**src/rtl/par_bus_bridge.sv**
```systemverilog
// Parallel-bus slave: synchronises the master strobe/data into clk and bridges bus words
// to/from RX and TX FIFOs exposed as valid/ready streams, with sticky overflow/underflow flags.
module par_bus_bridge #(
    parameter int                    DATA_WIDTH  = 8,
    parameter int                    RX_DEPTH    = 16,
    parameter int                    TX_DEPTH    = 16,
    parameter int                    SYNC_STAGES = 2,
    parameter logic [DATA_WIDTH-1:0] IDLE_WORD   = '0
) (
    input  logic                        clk,
    input  logic                        reset,
    input  logic                        bus_clk,
    input  logic                        bus_rnw,
    input  logic [DATA_WIDTH-1:0]       bus_data_in,
    output logic [DATA_WIDTH-1:0]       bus_data_out,
    output logic                        bus_data_oe,
    output logic [DATA_WIDTH-1:0]       rx_tdata,
    output logic                        rx_tvalid,
    input  logic                        rx_tready,
    input  logic [DATA_WIDTH-1:0]       tx_tdata,
    input  logic                        tx_tvalid,
    output logic                        tx_tready,
    input  logic                        clear,
    output logic                        rx_overflow,
    output logic                        tx_underflow,
    output logic [$clog2(RX_DEPTH):0]   rx_level
);
    localparam int RXA = $clog2(RX_DEPTH);
    localparam int TXA = $clog2(TX_DEPTH);
    localparam logic [RXA:0] RX_ONE = 1;
    localparam logic [TXA:0] TX_ONE = 1;

    logic [SYNC_STAGES-1:0]                 clk_sync, rnw_sync;
    logic [SYNC_STAGES-1:0][DATA_WIDTH-1:0] data_sync;
    logic                                   clk_d;
    logic                                   clk_s, rnw_s, strobe_edge, wr_edge, rd_edge;
    logic [DATA_WIDTH-1:0]                  data_s;

    always_ff @(posedge clk or posedge reset) begin
        if (reset) begin
            clk_sync    <= '0;
            rnw_sync    <= '0;
            data_sync   <= '0;
            clk_d       <= 1'b0;
            bus_data_oe <= 1'b0;
        end else begin
            clk_sync    <= {clk_sync[SYNC_STAGES-2:0], bus_clk};
            rnw_sync    <= {rnw_sync[SYNC_STAGES-2:0], bus_rnw};
            data_sync   <= {data_sync[SYNC_STAGES-2:0], bus_data_in};
            clk_d       <= clk_s;
            bus_data_oe <= rnw_s;
        end
    end

    assign clk_s       = clk_sync[SYNC_STAGES-1];
    assign rnw_s       = rnw_sync[SYNC_STAGES-1];
    assign data_s      = data_sync[SYNC_STAGES-1];
    assign strobe_edge = clk_s & ~clk_d;
    // clear swallows any strobe edge landing in the same cycle
    assign wr_edge     = strobe_edge & ~rnw_s & ~clear;
    assign rd_edge     = strobe_edge &  rnw_s & ~clear;

    // RX FIFO: bus -> stream
    logic [DATA_WIDTH-1:0] rx_mem [RX_DEPTH];
    logic [RXA:0]          rx_wptr, rx_rptr;
    logic                  rx_full, rx_pop, rx_push, rx_drop;

    assign rx_level  = rx_wptr - rx_rptr;
    assign rx_tvalid = (rx_wptr != rx_rptr);
    assign rx_full   = (rx_wptr[RXA] != rx_rptr[RXA]) && (rx_wptr[RXA-1:0] == rx_rptr[RXA-1:0]);
    assign rx_tdata  = rx_mem[rx_rptr[RXA-1:0]];
    assign rx_pop    = rx_tvalid & rx_tready & ~clear;
    assign rx_push   = wr_edge & (~rx_full | rx_pop);
    assign rx_drop   = wr_edge & rx_full & ~rx_pop;

    always_ff @(posedge clk) begin
        if (rx_push) rx_mem[rx_wptr[RXA-1:0]] <= data_s;
    end

    always_ff @(posedge clk or posedge reset) begin
        if (reset) begin
            rx_wptr     <= '0;
            rx_rptr     <= '0;
            rx_overflow <= 1'b0;
        end else if (clear) begin
            rx_wptr     <= '0;
            rx_rptr     <= '0;
            rx_overflow <= 1'b0;
        end else begin
            if (rx_push) rx_wptr <= rx_wptr + RX_ONE;
            if (rx_pop)  rx_rptr <= rx_rptr + RX_ONE;
            if (rx_drop) rx_overflow <= 1'b1;
        end
    end

    // TX FIFO: stream -> bus
    logic [DATA_WIDTH-1:0] tx_mem [TX_DEPTH];
    logic [TXA:0]          tx_wptr, tx_rptr;
    logic                  tx_full, tx_empty, tx_pop, tx_push;

    assign tx_empty  = (tx_wptr == tx_rptr);
    assign tx_full   = (tx_wptr[TXA] != tx_rptr[TXA]) && (tx_wptr[TXA-1:0] == tx_rptr[TXA-1:0]);
    // a bus read frees a slot in the same cycle, so a full FIFO can still accept
    assign tx_tready = ~tx_full | rd_edge;
    assign tx_push   = tx_tvalid & tx_tready & ~clear;
    assign tx_pop    = rd_edge & ~tx_empty;

    always_ff @(posedge clk) begin
        if (tx_push) tx_mem[tx_wptr[TXA-1:0]] <= tx_tdata;
    end

    always_ff @(posedge clk or posedge reset) begin
        if (reset) begin
            tx_wptr      <= '0;
            tx_rptr      <= '0;
            tx_underflow <= 1'b0;
            bus_data_out <= IDLE_WORD;
        end else if (clear) begin
            tx_wptr      <= '0;
            tx_rptr      <= '0;
            tx_underflow <= 1'b0;
        end else begin
            if (tx_push) tx_wptr <= tx_wptr + TX_ONE;
            if (tx_pop)  tx_rptr <= tx_rptr + TX_ONE;
            if (rd_edge) begin
                if (tx_empty) begin
                    bus_data_out <= IDLE_WORD;
                    tx_underflow <= 1'b1;
                end else begin
                    bus_data_out <= tx_mem[tx_rptr[TXA-1:0]];
                end
            end
        end
    end
endmodule
```
**config.mk**
```make
export PLATFORM = sky130hd
export DESIGN_NAME = par_bus_bridge
export DESIGN_NICKNAME = d
export VERILOG_FILES = /design/src/rtl/par_bus_bridge.sv
export SDC_FILE = /design/constraint.sdc
export NUM_CORES = 1
export LEC_CHECK = 0
export BUFFER_PORTS_ARGS = -buffer_cell sky130_fd_sc_hd__buf_2
export CORE_MARGIN = 4
export CORE_UTILIZATION = 50
export CTS_CLUSTER_DIAMETER = 60
export DETAILED_ROUTE_END_ITERATION = 8
export PLACE_DENSITY = 0.67
export SLEW_MARGIN = 20
export SYNTH_ARGS = -nofsm -noshare
export SYNTH_HDL_FRONTEND = slang
export SYNTH_SLANG_ARGS = --single-unit
```
**constraint.sdc**
```tcl
create_clock -name clk -period 7.3 [get_ports clk]
set_clock_uncertainty 0.15 [all_clocks]
set_input_delay 0.73 -clock clk [delete_from_list [all_inputs] [get_ports clk]]
set_output_delay 0.73 -clock clk [all_outputs]
set_load 0.01 [all_outputs]
```
[Word-level counts from Yosys, hierarchy flattened]
Memory sizes are Yosys's and may differ from the RTL's.
Index checks and enable logic that the tools add are counted.
Cells by class
  add/subtract/negate cells: 5
  eq/ne operators: 6
  mux-type cells: 18
  bitwise operators: 22
  reduce and logical (&&, ||, !) cells: 11
Operator list (count)
  2-to-1 mux 5 bit: 8
  adder 5 x 1 -> 5 bit, second input constant: 4
  nonzero test 2 bit: 7
  AND 1 bit: 13
  2-to-1 mux 1 bit: 9
  equality test 4 bit: 2
  2-to-1 mux 8 bit: 1
  NOT 1 bit: 7
  equality test 5 bit: 1
  inequality test 5 bit: 1
  subtractor 5 bit: 1
  AND reduction 2 bit: 2
  logical AND 1 bit: 2
  inequality test 1 bit: 2
  bitwise OR 1 bit: 2
Word-level totals
  bits in registers: 52
  RAM bits: 256
  input bits: 23
  output and inout port bits: 26
  logic and storage cells: 77
  memories: 2
Memories
  rx_mem: words 16, bits a word 8, read ports 1, clocked after memory_dff 0, wr ports 1, RTL line 64  | logic [DATA_WIDTH-1:0] rx_mem [RX_DEPTH];
  tx_mem: words 16, bits a word 8, read ports 1, clocked after memory_dff 0, wr ports 1, RTL line 97  | logic [DATA_WIDTH-1:0] tx_mem [TX_DEPTH];

[Logic depth before layout (Yosys ltp)]
Gate-level depths: netlist of run 1.
  depth in word-level cells: 9
  gate-level depth with buffers: 9
  gate-level depth less buffers: 7

[Worst setup path before layout of run 1]
OpenSTA, ideal clock, no wires.
  path kind: flip-flop to flip-flop
  start: register rx_rptr[1]
  end: memory rx_mem[0][0] (enable)
  library setup time: 370 ps
  data arrival time: 2468 ps
  slack: 4312 ps
  cell stages (with the launch flop): 10
  buffers on the path: 3
  period minus slack after synthesis: 2988 ps
  path through: dfrtp_1 -> clkbuf_1 -> clkbuf_1 -> inv_1 -> ha_1 -> nand4_1 -> o31ai_2 -> buf_2 -> or3_1 -> nor2_1
On the way
  word-level cells in the longest chain between the ends: 7
  elaborated cells between the ends (all ways): 10
  those cells by class: eq/ne (2); mux (2); bitwise (5); reduce/logical (1)
Ends and longest elaborated chain
  from (decl): RTL line 65  | logic [RXA:0] rx_wptr, rx_rptr;
  from (signal assigned): RTL line 91  | if (rx_pop) rx_rptr <= rx_rptr + RX_ONE;
  inequality test 5 bit or equality test 4 bit (tied branches): RTL line 69, 70
  AND 1 bit or logical AND 1 bit (tied branches): RTL line 72, 70
  AND 1 bit or NOT 1 bit (tied branches): RTL line 72, 73
  bitwise OR 1 bit *: RTL line 73  | assign rx_push = wr_edge & (~rx_full | rx_pop);
  AND 1 bit *: RTL line 73
  2-to-1 mux 1 bit *: RTL line 77  | if (rx_push) rx_mem[rx_wptr[RXA-1:0]] <= data_s;
  2-to-1 mux 1 bit (implied by the code) *: RTL line 77
  to (decl): RTL line 64
Every way passes the cells marked *; elsewhere a longest branch is shown, timed or not.

[Worst setup path after layout of run 1]
  start: register rx_rptr[0]
  end: output rx_tdata[2]
On the way
  word-level cells in the longest chain between the ends: 1
Ends and longest elaborated chain
  memory (16 x 8 bit)
  to (decl): RTL line 17  | output logic [DATA_WIDTH-1:0] rx_tdata,
No other way between the ends.

==> results of run 1 <==
-- final timing paths --
| check | start | endpoint | slack (ns) |
|---|---|---|---|
| setup / recovery | rx_rptr[0] | rx_tdata[2] | 3.60 |
| hold / removal | bus_data_in[1] | data_sync[1] | 0.14 |
| setup reg to reg | rx_rptr[0] | rx_mem[9][5] | 3.87 |
| hold reg to reg | rnw_sync[0] | rnw_sync[1] | 0.20 |
| max in group asynchronous | reset | tx_rptr[0] | 6.27 |
| min in group asynchronous | reset | data_sync[6] | 0.20 |
-- cells by family after synthesis --
kind of cell               count (synthesis)
xor gates and xnor gates                  14
AOI/OAI and AO/OA                         77
buffers and inverters                     51
adders and majority gates                 15
and+or+nand+nor                          139
muxes                                    111
DFF                                      308
-- cell type report --
class                      count  share of cell area, %
sequential                   308                  64.24
clock inverter                20                  1.341
clock buffer                  36                  5.819
timing repair buffer          51                  1.877
tap                          324                  2.896
multi-input combinational    356                  23.43
inverter                      15                 0.4022
-- stage by stage --
| stage | util (%) | hold slack [ns] |
|---|---|---|
| floorplan | - | 0.1812 |
| global placement | 53.01 | 0.1815 |
| detailed placement | 53.01 | 0.1847 |
| CTS | 57.11 | 0.1134 |
| global route | 57.22 | 0.1161 |
| finish | 57.22 | 0.1392 |
-- state kept, by name, indices dropped and copies added (netlist names) --
name          cells
rx_mem          128
tx_mem          128
bus_data_out      8
data_s            8
data_sync         8
rx_rptr           5
rx_wptr           5
tx_rptr           5
tx_wptr           5
clk_sync          2
rnw_sync          2
bus_data_oe       1
clk_d             1
rx_overflow       1
tx_underflow      1
-- layer usage --
layer,GRT usage (%),up-vias,share of wire (%)
met4,4.161,0,1.6
met5,0,-,0
met2,28.59,230,46
li1,-,2925,-
met1,29.76,3398,45
met3,2.928,34,6.5
-- worst max-delay path, stage by stage (launching register included) --
cell and delay, ns:
dfrtp_1 0.35, buf_4 0.50, mux4_1 0.73, mux4_2 0.53
buf_2 0.16
-- power breakdown --
group / internal, mW / leakage (nW) / switching [mW]
sequential: 1.93 / 2.97 / 0.0327
combinational: 0.0921 / 1.30 / 0.127
clock: 0.902 / 0.479 / 0.633
total: 2.92 / 4.74 / 0.793
-- placed cells by master, fill, tap and decap left out, types with 4 or more instances in the layout --
cell,n
a21oi_1,10
o31ai_1,9
dfrtp_1,51
o21ai_0,26
mux4_2,10
nor3_2,4
clkinv_2,4
edfxtp_1,256
clkbuf_16,31
nand2_1,12
mux4_1,30
and3_1,12
nor2b_1,6
or3_1,5
o22ai_1,16
mux2_2,5
buf_2,48
nand2b_1,4
nor2_1,49
nand3_1,11
xnor2_1,11
nor4_1,10
ha_1,14
nor3_1,10
o211ai_1,4
mux2i_1,66
inv_1,13
clkinvlp_4,4
clkinv_1,6
==> summary.md, run 1 <==
| Metric | Value |
|---|---|
| Vias in the first global route | `approximately 6500` |
| Final Cycle Share | `50.69%` |
| Mean post-synth cell area | `17.46 µm²` |
| MaxCap Viol Count | `0` |
| Warning count from the yosys run | `0` |
| XOR/XNOR Fraction of Synth Area | `0.9821%` |
| Remaining antenna violation count after routing | `0` |
| # resized after CTS | `0` |
| Global-route wire length before repair | `~40000 µm` |
| Area leader, netlist | `edfxtp_1` |
| I/O pin count | `49` |
| Fin cells | `1110` |
| Pin count of the biggest net entering global routing | `70` |
| Ys flop type | `edfxtp_1` |
| Unrepaired setup endpoints after global routing | `no` |
| Placed Cells | `1054` |
| Num CTS Buffers | `30` |
| Hold path depth | `1` |
| Most numerous cell in the Yosys netlist | `edfxtp_1` |
| Cell Rows | `57` |
| CP Capture Type | `output pin` |
| Status | `complete, no violations` |
| ANT cells | `0` |
| TritonCTS clock tree | `built` |
| Synth unique cells | `50` |
| Cell Area, Synth | `12490 µm²` |
| Register area share after synthesis | `71.99%` |
| # DRC | `0` |
| Synth top area cells | `edfxtp_1, dfrtp_1, mux4_1` |
| Mux cell area share after synthesis | `between 10 and 15%` |
| Nets | `800` |
| CP Launch Type | `flip-flop` |
| Initial core utilization | `51.04%` |
| Leak | `4.744 nW` |
| Max_slew headroom | `24.17%` |
| Pwr Total | `3.715 mW` |
| Post-synthesis simple-gate area fraction | `under 10%` |
| Setup-failing EPs final | `0` |
| Vias | `approximately 6600` |
| DR vias/cell | `5.934` |
| IO buf count | `48` |
| CTS Buffer Depth | `3` |
| Pre-CTS WS | `3.878 ns` |
| Die Wd | `166.0 µm` |
| Clk slew on worst S/H paths | `0.06 ns` |
| WL final | `26640 µm` |
| Worst setup margin | `3.600 ns` |
| Routability cong. | `0.8254` |
| Max frequency | `0.2703 GHz` |
| Final min period | `3.700 ns` |
| Top-area cell type share of the netlist area | `61.57%` |
| Starting DRC count in detailed routing | `725` |
| VDD IR max | `0.0001653 V` |
| Pre-Repair DR Iteration Count | `5` |
| EDFF count, synth | `roughly 260` |
| Setup TNS Final | `0 ns` |
| Largest fanout on the critical path | `36` |
| CTS Sinks | `308` |
| Synth top cells by count | `edfxtp_1, mux2i_1, dfrtp_1` |
| Fillers | `1819` |
| Share of layout cells above drive strength 1 | `around 16%` |
| Post-synthesis adder-cell area fraction | `1.563%` |
| Async S/R FF share, synth | `16.88%` |
| Cells after synthesis | `715` |
| P per Cell Area | `265.4 nW/µm²` |
| Multi-input logic area | `3279 µm²` |
| WL/cell | `24.00 µm` |
| Max-slew violations | `0` |
| FF+latch count, synth | `308` |
| Worst-skew pair later-pin latency | `between 0.5 and 0.6 ns` |
| Die ar. | `27560 µm²` |
| Area added between synthesis and finish | `12.12%` |
| R2R depth | `6` |
| Post-DP HPWL | `about 17000 µm` |
| CP required | `6.42 ns` |
| Root buf cell | `clkbuf_16` |
| Largest family of logic cells by synthesized area | `multiplexers` |
| Antenna violations before repair | `0` |
| Syn nets | `753` |
| DIE HEIGHT | `166.0 µm` |
| Synth Area in Compound Gates | `3.858%` |
| Final hold vios | `0` |
| Slew @ Worst Pin | `1.137 ns` |
| Crit Path Class | `reg2out` |
| Gr usage total | `18.98%` |
| Post-route cell area | `14000 µm²` |
| Worst endpoint data arrival time | `2.82 ns` |
| Remaining global-route overflow | `0` |
| Depth of the CTS H-tree | `1` |
| Worst Hold Class | `in2reg` |
| Core area | `between 20000 and 25000 µm²` |
| Sequential cell area | `8992 µm²` |
| Placed instance area | `12970 µm²` |
| # Post-CTS Setup Buffers | `0` |
| Cts hold-fix bufs | `0` |
No activity file was read; power rests on OpenSTA's default activity.
==> run 2, diff against run 1 <==
==> constraint.sdc (replaced) <==
create_clock -name clk -period 3.5 [get_ports clk]
set_clock_uncertainty 0.15 [all_clocks]
set_input_delay 0.35 -clock clk [delete_from_list [all_inputs] [get_ports clk]]
set_output_delay 0.35 -clock clk [all_outputs]
set_load 0.01 [all_outputs]
==> run 2 against run 1 <==
  * Flip-flop and latch count stayed put
  * Final area is 1.9% higher
  * Highest routed layer unchanged
  * Routed wire length is 3.4% lower
  * Non-clock buffer count is 30 higher
  * Sequential share of layout area is 1.2 points lower
  * Register-to-register slack worse by 3.5 ns
  * First-iteration DRC count is 26% lower
  * Worst setup slack worse by 3.4 ns
  * Sequential power is 110% higher
  * Largest cell class unchanged
==> summary.md, run 2 (synthesis gave the netlist of run 1 again) <==
| Metric | Value |
|---|---|
| Status | `complete, no violations` |
| Worst-path cell chain | `buf_4 -> mux4_1 -> mux4_2 -> buf_2` |
| DR vias/cell | `5.821` |
| Vias in the first global route | `6700` |
| R2R depth | `7` |
| Initial core utilization | `51.04%` |
| Area added between synthesis and finish | `14.21%` |
| WL final | `around 26000 µm` |
| Clk slew on worst S/H paths | `~0.06 ns` |
| Remaining global-route overflow | `0` |
| Hold endpoint | `tx_mem[8][1]` |
| Max stage delay on crit path | `0.71 ns` |
| Max_slew headroom | `43.19%` |
| Setup TNS Final | `0 ns` |
| Post-DP HPWL | `16860 µm` |
| Reg-to-reg startpoint | `rx_rptr[3]` |
| Pin count of the biggest net entering global routing | `69` |
| Final Cycle Share | `93.28%` |
| Final min period | `around 3.3 ns` |
| Most frequent cells in the layout | `edfxtp_1, mux2i_1, dfrtp_1` |
| Vias | `6630` |
| CP required | `3.00 ns` |
| Root buf cell | `clkbuf_16` |
| MaxCap Viol Count | `0` |
| Hold path start | `tx_tdata[1]` |
| Share of layout cells above drive strength 1 | `17.67%` |
| Gr usage total | `18.40%` |
| DIE HEIGHT | `between 150 and 200 µm` |
| Placed instance area | `13100 µm²` |
| CTS Sinks | `308` |
| Core area | `24460 µm²` |
| IO buf count | `48` |
| Routability cong. | `0.8592` |
| Cell Rows | `57` |
| TritonCTS clock tree | `built` |
| Slowest-stage cell, CP | `mux4_1` |
| Starting DRC count in detailed routing | `between 500 and 600` |
| Worst-skew pair later-pin latency | `0.54 ns` |
| # DRC | `0` |
| Nets | `830` |
| Worst endpoint data arrival time | `2.76 ns` |
| Die Wd | `around 170 µm` |
| CP top delay family | `multiplexers` |
| Leak | `between 4 and 5 nW` |
| CTS Buffer Depth | `3` |
| VDD IR max | `0.0003905 V` |
| P per Cell Area | `between 500 and 600 nW/µm²` |
| Crit Path Class | `reg2out` |
| Buffers plus inverters on the worst setup path | `2` |
| Setup-failing EPs final | `0` |
| Worst setup margin | `0.2352 ns` |
| R2R Setup Slk | `between 0.3 and 0.4 ns` |
| Pre-Repair DR Iteration Count | `5` |
| Fin cells | `1139` |
| Commonest non-fill, non-tap cell in the layout | `edfxtp_1` |
| Depth of the CTS H-tree | `1` |
| Unrepaired setup endpoints after global routing | `no` |
| I/O pin count | `49` |
| Max-slew violations | `0` |
| Hold path depth | `1` |
| WL/cell | `22.60 µm` |
| Antenna violations before repair | `0` |
| Num CTS Buffers | `30` |
| CP Launch Type | `flip-flop` |
| Final hold vios | `0` |
| ANT cells | `0` |
| Remaining antenna violation count after routing | `0` |
| # Post-CTS Setup Buffers | `0` |
| Global-route wire length before repair | `just under 40000 µm` |
| Largest fanout on the critical path | `35` |
| Worst Hold Class | `in2reg` |
| Placed Cells | `~1100` |
| Post-route cell area | `14260 µm²` |
| Max frequency | `0.3063 GHz` |
| Slew @ Worst Pin | `0.8510 ns` |
| CP Capture Type | `output pin` |
| Pre-CTS WS | `0.4213 ns` |
| Die ar. | `27560 µm²` |
| Reg-to-Reg End | `rx_mem[11][2]` |
-- run 2: final cells by class --
class                   instances  area (µm²)
repair buffers                 81       538.0
inverters                      15       56.30
fillers                      1793       10200
well taps                     324       405.4
clock buffers                  39       825.8
multi-input cells             356        3251
clock inverters                16       191.4
flip-flops and latches        308        8992
-- run 2: worst register-to-register path, cell delays in order, from the launching register on --
cell	delay, ns
dfrtp_1	0.60
inv_1	0.10
ha_1	0.34
nand4_1	0.22
o31ai_2	0.12
buf_4	0.17
or3b_2	0.53
nor2_1	0.54
-- run 2: metrics by stage --
stage	hold WS (ns)	power, mW	util [%]
3_5_place_dp	0.1847	4.608	53.53
4_1_cts	0.05403	7.868	58.18
2_1_floorplan	0.1812	4.436	-
6_report	0.07425	7.802	58.29
5_1_grt	0.05590	8.076	58.29
3_3_place_gp	0.1845	4.597	53.53
-- run 2: worst max-delay path by stage --
stage	start	cells past startpoint	end
finish	rx_rptr[0]	4	rx_tdata[2]
global route	rx_rptr[0]	4	rx_tdata[2]
detailed placement	rx_rptr[3]	7	rx_mem[11][6]
floorplan	rx_rptr[1]	9	rx_mem[0][0]
CTS	rx_rptr[0]	4	rx_tdata[2]
global placement	rx_rptr[3]	7	rx_mem[11][3]
-- run 2: routing by layer --
layer	GRT usage, %	part of all wire (%)	vias to the layer above
li1	-	-	2988
met1	27.76	45	3412
met2	29.01	48	197
met3	2.571	5.6	33
met4	4.161	1.7	0
met5	0	0	-
-- run 2: what timing repair did --
| action | 4_1_cts | 5_1_grt |
|---|---|---|
| hold buffers | 12 | 0 |
| resized for setup | 0 | 0 |
| hold endpoints to repair | 50 | 0 |
-- run 2: power by group --
group,switching [mW],total [mW],internal (mW)
Combinational,0.264,0.469,0.205
Sequential,0.0492,4.07,4.02
Clock,1.30,3.26,1.96
Total,1.62,7.80,6.18
